--- config.mk ---
export PLATFORM = sky130hd
export DESIGN_NAME = scan_str_flat
export DESIGN_NICKNAME = d
export VERILOG_FILES = /design/src/rtl/scan_str_pkg.sv /design/src/rtl/scan_str_if.sv /design/src/rtl/scan_str_uart_rx_byte.sv /design/src/rtl/scan_str.sv /design/src/flat_wrapper.sv
export SDC_FILE = /design/constraint.sdc
export NUM_CORES = 1
export LEC_CHECK = 0
export BUFFER_PORTS_ARGS = -buffer_cell sky130_fd_sc_hd__buf_2
export CAP_MARGIN = 25
export CORE_MARGIN = 2
export CORE_UTILIZATION = 50
export DETAILED_ROUTE_END_ITERATION = 10
export HOLD_SLACK_MARGIN = 0.08
export PLACE_DENSITY = 0.7
export SYNTH_ARGS = -nofsm -noshare
export SYNTH_HDL_FRONTEND = slang
export SYNTH_SLANG_ARGS = --single-unit
--- constraint.sdc ---
create_clock -name clk -period 23.4 [get_ports clk]
set_input_delay 2.34 -clock clk [delete_from_list [all_inputs] [get_ports clk]]
set_output_delay 2.34 -clock clk [all_outputs]
set_load 0.05 [all_outputs]
--- src/rtl/scan_str_pkg.sv ---
// -----------------------------------------------------------------------------
// scan_str_pkg
// Shared definitions for the scan_str serial line receiver:
//   - ASCII control characters recognised by the line assembler
//   - state encoding of the byte receiver FSM
// -----------------------------------------------------------------------------
package scan_str_pkg;

  localparam logic [7:0] CHAR_LF = 8'h0A;
  localparam logic [7:0] CHAR_CR = 8'h0D;

  typedef enum logic [1:0] {
    RX_IDLE  = 2'd0,
    RX_START = 2'd1,
    RX_DATA  = 2'd2,
    RX_STOP  = 2'd3
  } rx_state_e;

endpackage : scan_str_pkg

--- src/rtl/scan_str_if.sv ---
// -----------------------------------------------------------------------------
// scan_str_if
// Message handshake between scan_str (master, producer) and the command parser
// (slave, consumer).
//   message   : completed line, character 0 in the least-significant byte
//   msg_len   : number of characters in message (0..STR_LEN)
//   msg_valid : message/msg_len hold an unconsumed line
//   msg_ack   : consumer accepts the line (ignored while msg_valid is low)
//   truncated : line was cut at STR_LEN characters, qualified by msg_valid
// -----------------------------------------------------------------------------
interface scan_str_if #(
  parameter int STR_LEN = 13
);

  logic [0:STR_LEN*8-1] message;
  logic [7:0]           msg_len;
  logic                 msg_valid;
  logic                 msg_ack;
  logic                 truncated;

  modport master (
    output message,
    output msg_len,
    output msg_valid,
    output truncated,
    input  msg_ack
  );

  modport slave (
    input  message,
    input  msg_len,
    input  msg_valid,
    input  truncated,
    output msg_ack
  );

endinterface : scan_str_if

--- src/rtl/scan_str_uart_rx_byte.sv ---
// -----------------------------------------------------------------------------
// uart_rx_byte
// 8N1 UART byte receiver: 2-flop synchroniser on the serial line followed by a
// START/DATA/STOP sampling FSM.
// Ports:
//   clk, rst     : clock, asynchronous active-high reset
//   rx_i         : serial line, idle high, asynchronous to clk
//   rx_byte_o    : last received byte (valid with rx_strobe_o)
//   rx_strobe_o  : one-cycle pulse, byte received with a good stop bit
//   frame_err_o  : one-cycle pulse, stop bit sampled low (byte dropped)
//   active_o     : a frame is in progress (FSM not idle)
// -----------------------------------------------------------------------------
module uart_rx_byte
  import scan_str_pkg::*;
#(
  parameter int CLKS_PER_BIT = 434
) (
  input  logic       clk,
  input  logic       rst,
  input  logic       rx_i,
  output logic [7:0] rx_byte_o,
  output logic       rx_strobe_o,
  output logic       frame_err_o,
  output logic       active_o
);

  localparam int              CNT_W   = $clog2(CLKS_PER_BIT);
  localparam logic [CNT_W-1:0] HALF_M1 = CNT_W'(CLKS_PER_BIT / 2 - 1);
  localparam logic [CNT_W-1:0] FULL_M1 = CNT_W'(CLKS_PER_BIT - 1);

  logic [1:0]       sync_q;
  logic             prev_q;
  logic [2:0]       prime_q;
  rx_state_e        state_q, state_d;
  logic [CNT_W-1:0] cnt_q, cnt_d;
  logic [2:0]       bit_q, bit_d;
  logic [7:0]       shift_q, shift_d;
  logic             strobe_q, strobe_d;
  logic             ferr_q, ferr_d;
  logic             rx_s;
  logic             fall_s;

  assign rx_s = sync_q[1];

  // prime_q marks when prev_q holds a genuine line sample rather than its
  // reset value, so a line already low at reset release is not taken as a
  // start edge; it must first return high.
  assign fall_s = prime_q[2] & prev_q & ~rx_s;

  // Synchroniser, edge-detect history and priming shift register.
  always_ff @(posedge clk or posedge rst) begin
    if (rst) begin
      sync_q  <= 2'b11;
      prev_q  <= 1'b1;
      prime_q <= 3'b000;
    end else begin
      sync_q  <= {sync_q[0], rx_i};
      prev_q  <= rx_s;
      prime_q <= {prime_q[1:0], 1'b1};
    end
  end

  // Receiver FSM state, counters and registered pulses.
  always_ff @(posedge clk or posedge rst) begin
    if (rst) begin
      state_q  <= RX_IDLE;
      cnt_q    <= '0;
      bit_q    <= 3'd0;
      shift_q  <= 8'h00;
      strobe_q <= 1'b0;
      ferr_q   <= 1'b0;
    end else begin
      state_q  <= state_d;
      cnt_q    <= cnt_d;
      bit_q    <= bit_d;
      shift_q  <= shift_d;
      strobe_q <= strobe_d;
      ferr_q   <= ferr_d;
    end
  end

  // Receiver FSM next-state logic.
  always_comb begin
    state_d  = state_q;
    cnt_d    = cnt_q;
    bit_d    = bit_q;
    shift_d  = shift_q;
    strobe_d = 1'b0;
    ferr_d   = 1'b0;
    case (state_q)
      RX_IDLE: begin
        if (fall_s) begin
          state_d = RX_START;
          cnt_d   = '0;
        end else begin
          state_d = RX_IDLE;
        end
      end
      RX_START: begin
        // Mid start bit: a high line here means the edge was a glitch.
        if (cnt_q == HALF_M1) begin
          cnt_d   = '0;
          bit_d   = 3'd0;
          state_d = rx_s ? RX_IDLE : RX_DATA;
        end else begin
          cnt_d = cnt_q + CNT_W'(1);
        end
      end
      RX_DATA: begin
        if (cnt_q == FULL_M1) begin
          cnt_d   = '0;
          shift_d = {rx_s, shift_q[7:1]};
          if (bit_q == 3'd7) begin
            state_d = RX_STOP;
          end else begin
            bit_d = bit_q + 3'd1;
          end
        end else begin
          cnt_d = cnt_q + CNT_W'(1);
        end
      end
      RX_STOP: begin
        // Back to idle right at the stop sample so a following start bit
        // is caught without losing half a bit.
        if (cnt_q == FULL_M1) begin
          cnt_d    = '0;
          state_d  = RX_IDLE;
          strobe_d = rx_s;
          ferr_d   = ~rx_s;
        end else begin
          cnt_d = cnt_q + CNT_W'(1);
        end
      end
      default: begin
        state_d = RX_IDLE;
        cnt_d   = '0;
      end
    endcase
  end

  assign rx_byte_o   = shift_q;
  assign rx_strobe_o = strobe_q;
  assign frame_err_o = ferr_q;
  assign active_o    = (state_q != RX_IDLE);

endmodule : uart_rx_byte

--- src/rtl/scan_str.sv ---
// -----------------------------------------------------------------------------
// scan_str
// Receives 8N1 UART characters, assembles them into a null-padded line buffer
// and hands each completed line to the consumer via a valid/ack interface.
// CR is dropped, LF ends a line, a full buffer ends a line as truncated.
// Ports:
//   clk, rst     : clock, asynchronous active-high reset
//   rx_i         : serial input line, idle high
//   msg_if       : message handshake (master side)
//   overrun_o    : sticky, a completed line was discarded (output occupied)
//   frame_err_o  : one-cycle pulse, stop bit sampled low
//   busy_o       : frame in progress or line buffer non-empty
// -----------------------------------------------------------------------------
module scan_str
  import scan_str_pkg::*;
#(
  parameter int STR_LEN      = 13,
  parameter int CLKS_PER_BIT = 434
) (
  input  logic        clk,
  input  logic        rst,
  input  logic        rx_i,
  scan_str_if.master  msg_if,
  output logic        overrun_o,
  output logic        frame_err_o,
  output logic        busy_o
);

  localparam int MSG_W = STR_LEN * 8;

  logic [7:0]       rx_byte_s;
  logic             rx_strobe_s;
  logic             rx_active_s;

  logic [0:MSG_W-1] buf_q, buf_d;
  logic [7:0]       count_q, count_d;
  logic             done_q, done_d;
  logic             done_trunc_q, done_trunc_d;
  logic [0:MSG_W-1] message_q, message_d;
  logic [7:0]       msg_len_q, msg_len_d;
  logic             msg_valid_q, msg_valid_d;
  logic             trunc_q, trunc_d;
  logic             overrun_q, overrun_d;
  logic             busy_q, busy_d;

  uart_rx_byte #(
    .CLKS_PER_BIT (CLKS_PER_BIT)
  ) u_rx (
    .clk         (clk),
    .rst         (rst),
    .rx_i        (rx_i),
    .rx_byte_o   (rx_byte_s),
    .rx_strobe_o (rx_strobe_s),
    .frame_err_o (frame_err_o),
    .active_o    (rx_active_s)
  );

  // Line assembler and output handshake registers.
  always_ff @(posedge clk or posedge rst) begin
    if (rst) begin
      buf_q        <= '0;
      count_q      <= 8'd0;
      done_q       <= 1'b0;
      done_trunc_q <= 1'b0;
      message_q    <= '0;
      msg_len_q    <= 8'd0;
      msg_valid_q  <= 1'b0;
      trunc_q      <= 1'b0;
      overrun_q    <= 1'b0;
      busy_q       <= 1'b0;
    end else begin
      buf_q        <= buf_d;
      count_q      <= count_d;
      done_q       <= done_d;
      done_trunc_q <= done_trunc_d;
      message_q    <= message_d;
      msg_len_q    <= msg_len_d;
      msg_valid_q  <= msg_valid_d;
      trunc_q      <= trunc_d;
      overrun_q    <= overrun_d;
      busy_q       <= busy_d;
    end
  end

  // Assembler / completion next-state logic. done_q marks a line finished
  // by the previous strobe; the hand-off happens one cycle later. A strobe
  // can never coincide with done_q since bytes are ten bit-times apart.
  always_comb begin
    buf_d        = buf_q;
    count_d      = count_q;
    done_d       = 1'b0;
    done_trunc_d = 1'b0;
    message_d    = message_q;
    msg_len_d    = msg_len_q;
    msg_valid_d  = msg_valid_q;
    trunc_d      = trunc_q;
    overrun_d    = overrun_q;

    if (done_q) begin
      buf_d   = '0;
      count_d = 8'd0;
      if (!msg_valid_q || msg_if.msg_ack) begin
        message_d   = buf_q;
        msg_len_d   = count_q;
        msg_valid_d = 1'b1;
        trunc_d     = done_trunc_q;
        overrun_d   = 1'b0;
      end else begin
        overrun_d = 1'b1;
      end
    end else begin
      if (msg_valid_q && msg_if.msg_ack) begin
        msg_valid_d = 1'b0;
        overrun_d   = 1'b0;
      end else begin
        msg_valid_d = msg_valid_q;
      end

      if (rx_strobe_s) begin
        case (rx_byte_s)
          CHAR_CR: begin
            count_d = count_q;
          end
          CHAR_LF: begin
            done_d = 1'b1;
          end
          default: begin
            // Character k sits in byte lane STR_LEN-1-k of the ascending
            // vector, i.e. character 0 lands in the least-significant byte.
            for (int k = 0; k < STR_LEN; k++) begin
              buf_d[(STR_LEN-1-k)*8 +: 8] =
                (count_q == 8'(k)) ? rx_byte_s : buf_q[(STR_LEN-1-k)*8 +: 8];
            end
            count_d = count_q + 8'd1;
            if (count_d == 8'(STR_LEN)) begin
              done_d       = 1'b1;
              done_trunc_d = 1'b1;
            end else begin
              done_d = 1'b0;
            end
          end
        endcase
      end else begin
        count_d = count_q;
      end
    end

    busy_d = rx_active_s || (count_d != 8'd0) || done_d;
  end

  assign msg_if.message   = message_q;
  assign msg_if.msg_len   = msg_len_q;
  assign msg_if.msg_valid = msg_valid_q;
  assign msg_if.truncated = trunc_q;
  assign overrun_o        = overrun_q;
  assign busy_o           = busy_q;

endmodule : scan_str

--- src/flat_wrapper.sv ---
// flat-port wrapper written by rule: the top's interface ports become plain ports
module scan_str_flat import scan_str_pkg::*;
#(
  parameter int STR_LEN      = 13,
  parameter int CLKS_PER_BIT = 434
)
  (clk, rst, rx_i, overrun_o, frame_err_o, busy_o, msg_if_message, msg_if_msg_len, msg_if_msg_valid, msg_if_truncated, msg_if_msg_ack);
  scan_str_if #(.STR_LEN(STR_LEN)) msg_if_i ();
  input  logic clk;
  input  logic rst;
  input  logic rx_i;
  output logic overrun_o;
  output logic frame_err_o;
  output logic busy_o;
  output wire logic [$bits(msg_if_i.message)-1:0] msg_if_message;
  output wire logic [$bits(msg_if_i.msg_len)-1:0] msg_if_msg_len;
  output wire logic [$bits(msg_if_i.msg_valid)-1:0] msg_if_msg_valid;
  output wire logic [$bits(msg_if_i.truncated)-1:0] msg_if_truncated;
  input wire logic [$bits(msg_if_i.msg_ack)-1:0] msg_if_msg_ack;
  assign msg_if_message = msg_if_i.message;
  assign msg_if_msg_len = msg_if_i.msg_len;
  assign msg_if_msg_valid = msg_if_i.msg_valid;
  assign msg_if_truncated = msg_if_i.truncated;
  assign msg_if_i.msg_ack = msg_if_msg_ack;
  scan_str #(.STR_LEN(STR_LEN), .CLKS_PER_BIT(CLKS_PER_BIT)) u_core (.clk(clk), .rst(rst), .rx_i(rx_i), .msg_if(msg_if_i), .overrun_o(overrun_o), .frame_err_o(frame_err_o), .busy_o(busy_o));
endmodule
==> qor.yml <==
cts.sinks: 260
coreArea_mm2: 0.0212
synth_fp_nets: 828
clkPwrFrac_pct: 46.4
outcome: "finished, final reports clean"
ys_warn_count: 0
synth-edff-count: 0
antenna_found_initial: 0
endpoint_kind: "register"
port_buffers: 120
ir_drop_v: 0.0000525
start_kind: "input port"
fin_util_pct: 59.5
grt_first_pass_wirelength_um: 36300
overflow: 0
swShare_pct: 21.9
wirelength_um: 22500
pin_count: 121
pre_cts_ws_ns: 18.81
numCtsBuffers: 27
finalSetupViolCount: 0
crit_path_max_fanout: 71
grt_start_max_net_pins: 132
holdBufCountCts: 0
mostFrequentLayoutCell: "dfrtp_1"
cap_violations: 0
dp_hpwl_um: 13400
layout_setup_ws_ns: 19.37
netlist_area_mm2: 0.0109
slew_violations: 0
first_global_vias: 6477
cp.arrival_ns: 4.44
route.detailed.drc: 0
grt_util_all_layers_pct: 20.1
cp_cell_sequence: "buf_2, nand2b_1, nand2_4, buf_4, mux2_2"
wl_per_cell_um: 18.5
clkLatencyLatePin_ns: 0.53
yosysUniqueCellTypes: 56
tritoncts: "built"
clk_pin_slew_ns: 0.06
dieArea_mm2: 0.0230
ys_ff_latch: 260
crit_family: "buffers and inverters"
initial_utilization_pct: 51.3
dieWidth_um: 152
syn_to_final_growth_pct: 16.0
crit_type: "input port to register"
ant_nets: 0
relSlewSlack_pct: 29.5
fin_crit_ns: 4.03
antenna_cells: 0
place_congestion: 0.758
cts_max_path_buffers: 3
drive_gt1_share_pct: 34.1
fin_setup_tns_ns: 0
syn_area_per_cell_um2: 13.4
synthCells: 815
htree_levels: 1
drtIter0Drc: 354
hold_class: "register to register"
vias_per_cell: 5.36
switchingPower_w: 0.000201
nNetsFinal: 935
slowest_delay_ns: 0.79
vias: 6534
rrSetupSlack_ns: 20.65
cts_resized: 0
seqPwrFrac_pct: 50.0
final_cell_mix: "dfrtp_1, nor2_1, buf_2, mux2_2, mux2i_1"
leakage_nw: 7.41
path_buf_inv: 2
rsz0062_at_grt: "no"
p_total_w: 0.000919
period_share_pct: 17.2
synth_ff_type: "dfrtp_1"
powerDensity_mw_per_mm2: 72.7
cp_slowest_cell: "buf_4"
cts_setup_buffers: 0
dr.pass1.iters: 6
comb_power_share_pct: 3.6
tightestPinTransition_ns: 1.06
required_ns: 23.82
hold_viol: 0
fin_skew_ns: 0.0166
seq_area_frac_synth_pct: 59.8
internal_power_w: 0.000718
fmax_ghz: 0.248
row_count: 53
cts_root_buf: "clkbuf_16"
dieHeight_um: 152
async_flop_share_pct: 100
holdWs_ns: 0.355
synth_stat cells, drive strengths merged (2+ instances only):
library cell	count	share of area (%)
dfrtp	257	59
nor2	120	4.1
mux2	119	12
mux2i	108	9.9
clkbuf	29	1.0
buf	20	0.97
nand2	14	0.48
o21ai	14	0.64
inv	12	0.41
nand3	12	1.3
nand4	11	0.92
and3	10	0.59
ha	9	1.0
nor3	7	0.41
nor3b	7	0.57
nor4b	7	1.4
a21oi	6	0.28
a21o	5	0.34
xnor2	5	0.40
nand2b	4	0.23
a22o	3	0.24
and2	3	0.17
dfstp	3	0.72
xor2	3	0.24
a211oi	2	0.14
and3b	2	0.16
and4	2	0.16
nor4	2	0.11
cell families (layout without fill, tap and decap cells):
logic type / count (synthesis) / after routing / synth area share, %
compound gates: 43 / 43 / 2.82
xor+xnor: 8 / 8 / 0.643
fa+ha+maj: 9 / 9 / 1.03
buf+inv: 61 / 189 / 2.38
flops: 260 / 260 / 59.8
mux: 227 / 227 / 22.2
other cells: 1 / 1 / 0.0344
simple gates: 206 / 206 / 11.1
final cells by class:
cell class / instances / area, um^2
Clock buffer: 39 / 781
Timing Repair Buffer: 127 / 706
Tap cell: 275 / 344
Multi-Input combinational cell: 494 / 4130
Clock inverter: 11 / 111
Fill cell: 1742 / 8580
Sequential cell: 260 / 6510
Inverter: 12 / 52.6
worst paths after layout:
check                                                     start                                     to  cells after the start
worst max-delay path                             msg_if_msg_ack  u_core.msg_if.message[26]$_DFFE_PP0P_                      5
worst min-delay path            u_core.u_rx.sync_q[0]$_DFF_PP1_        u_core.u_rx.sync_q[1]$_DFF_PP1_                      0
worst max register to register          u_core.done_q$_DFF_PP0_  u_core.msg_if.message[26]$_DFFE_PP0P_                      3
worst min register to register  u_core.u_rx.sync_q[0]$_DFF_PP1_        u_core.u_rx.sync_q[1]$_DFF_PP1_                      0
max in group asynchronous                                   rst           u_core.buf_q[75]$_DFFE_PP0P_                      3
min in group asynchronous                                   rst       u_core.u_rx.prime_q[0]$_DFF_PP0_                      2
power groups by stage:
stage | Sequential [W] | Clock (W) | Combinational (W)
floorplan | 0.000468 | 0 | 0.0000252
global placement | 0.000468 | 0 | 0.0000328
detailed placement | 0.000468 | 0 | 0.0000333
CTS | 0.000460 | 0.000436 | 0.0000335
global route | 0.000460 | 0.000454 | 0.0000392
finish | 0.000460 | 0.000426 | 0.0000331
per-layer routing:
layer	GRT usage [%]	vias to the layer above	share of wire [%]
li1	-	3049	-
met3	3.53	25	4.5
met5	0	-	0
met1	29.1	3319	46
met2	32.2	141	48
met4	4.54	0	1.6
registers in the layout, summed over array words and instances, names as in the netlist, named ones only:
register                 flops
u_core.u_rx.state_q          1
u_core.u_rx.frame_err_o      1
u_core.u_rx.prime_q          3
u_core.u_rx.rx_byte_o        8
u_core.msg_if.msg_len        8
u_core.msg_if.truncated      1
u_core.u_rx.cnt_q            9
u_core.busy_o                1
u_core.u_rx.rx_strobe_o      1
u_core.u_rx.prev_q           1
u_core.count_q               8
u_core.msg_if.msg_valid      1
u_core.buf_q               104
u_core.u_rx.sync_q           2
u_core.done_trunc_q          1
u_core.u_rx.bit_q            3
u_core.overrun_o             1
u_core.msg_if.message      104
u_core.done_q                1
worst register-to-register path, stage by stage (launching register included):
cell	delay, ns
dfrtp_4	0.73
nand2_4	0.62
buf_4	0.80
mux2_2	0.48
metrics by stage:
step / instance area, um^2 / cells
final: 12600 / 1218
after global routing: 12600 / 1218
after CTS: 12600 / 1216
after detailed placement: 11700 / 1166
after global placement: 11700 / 1165
after floorplan: 10900 / 815
(Power assumes the default switching activity.)
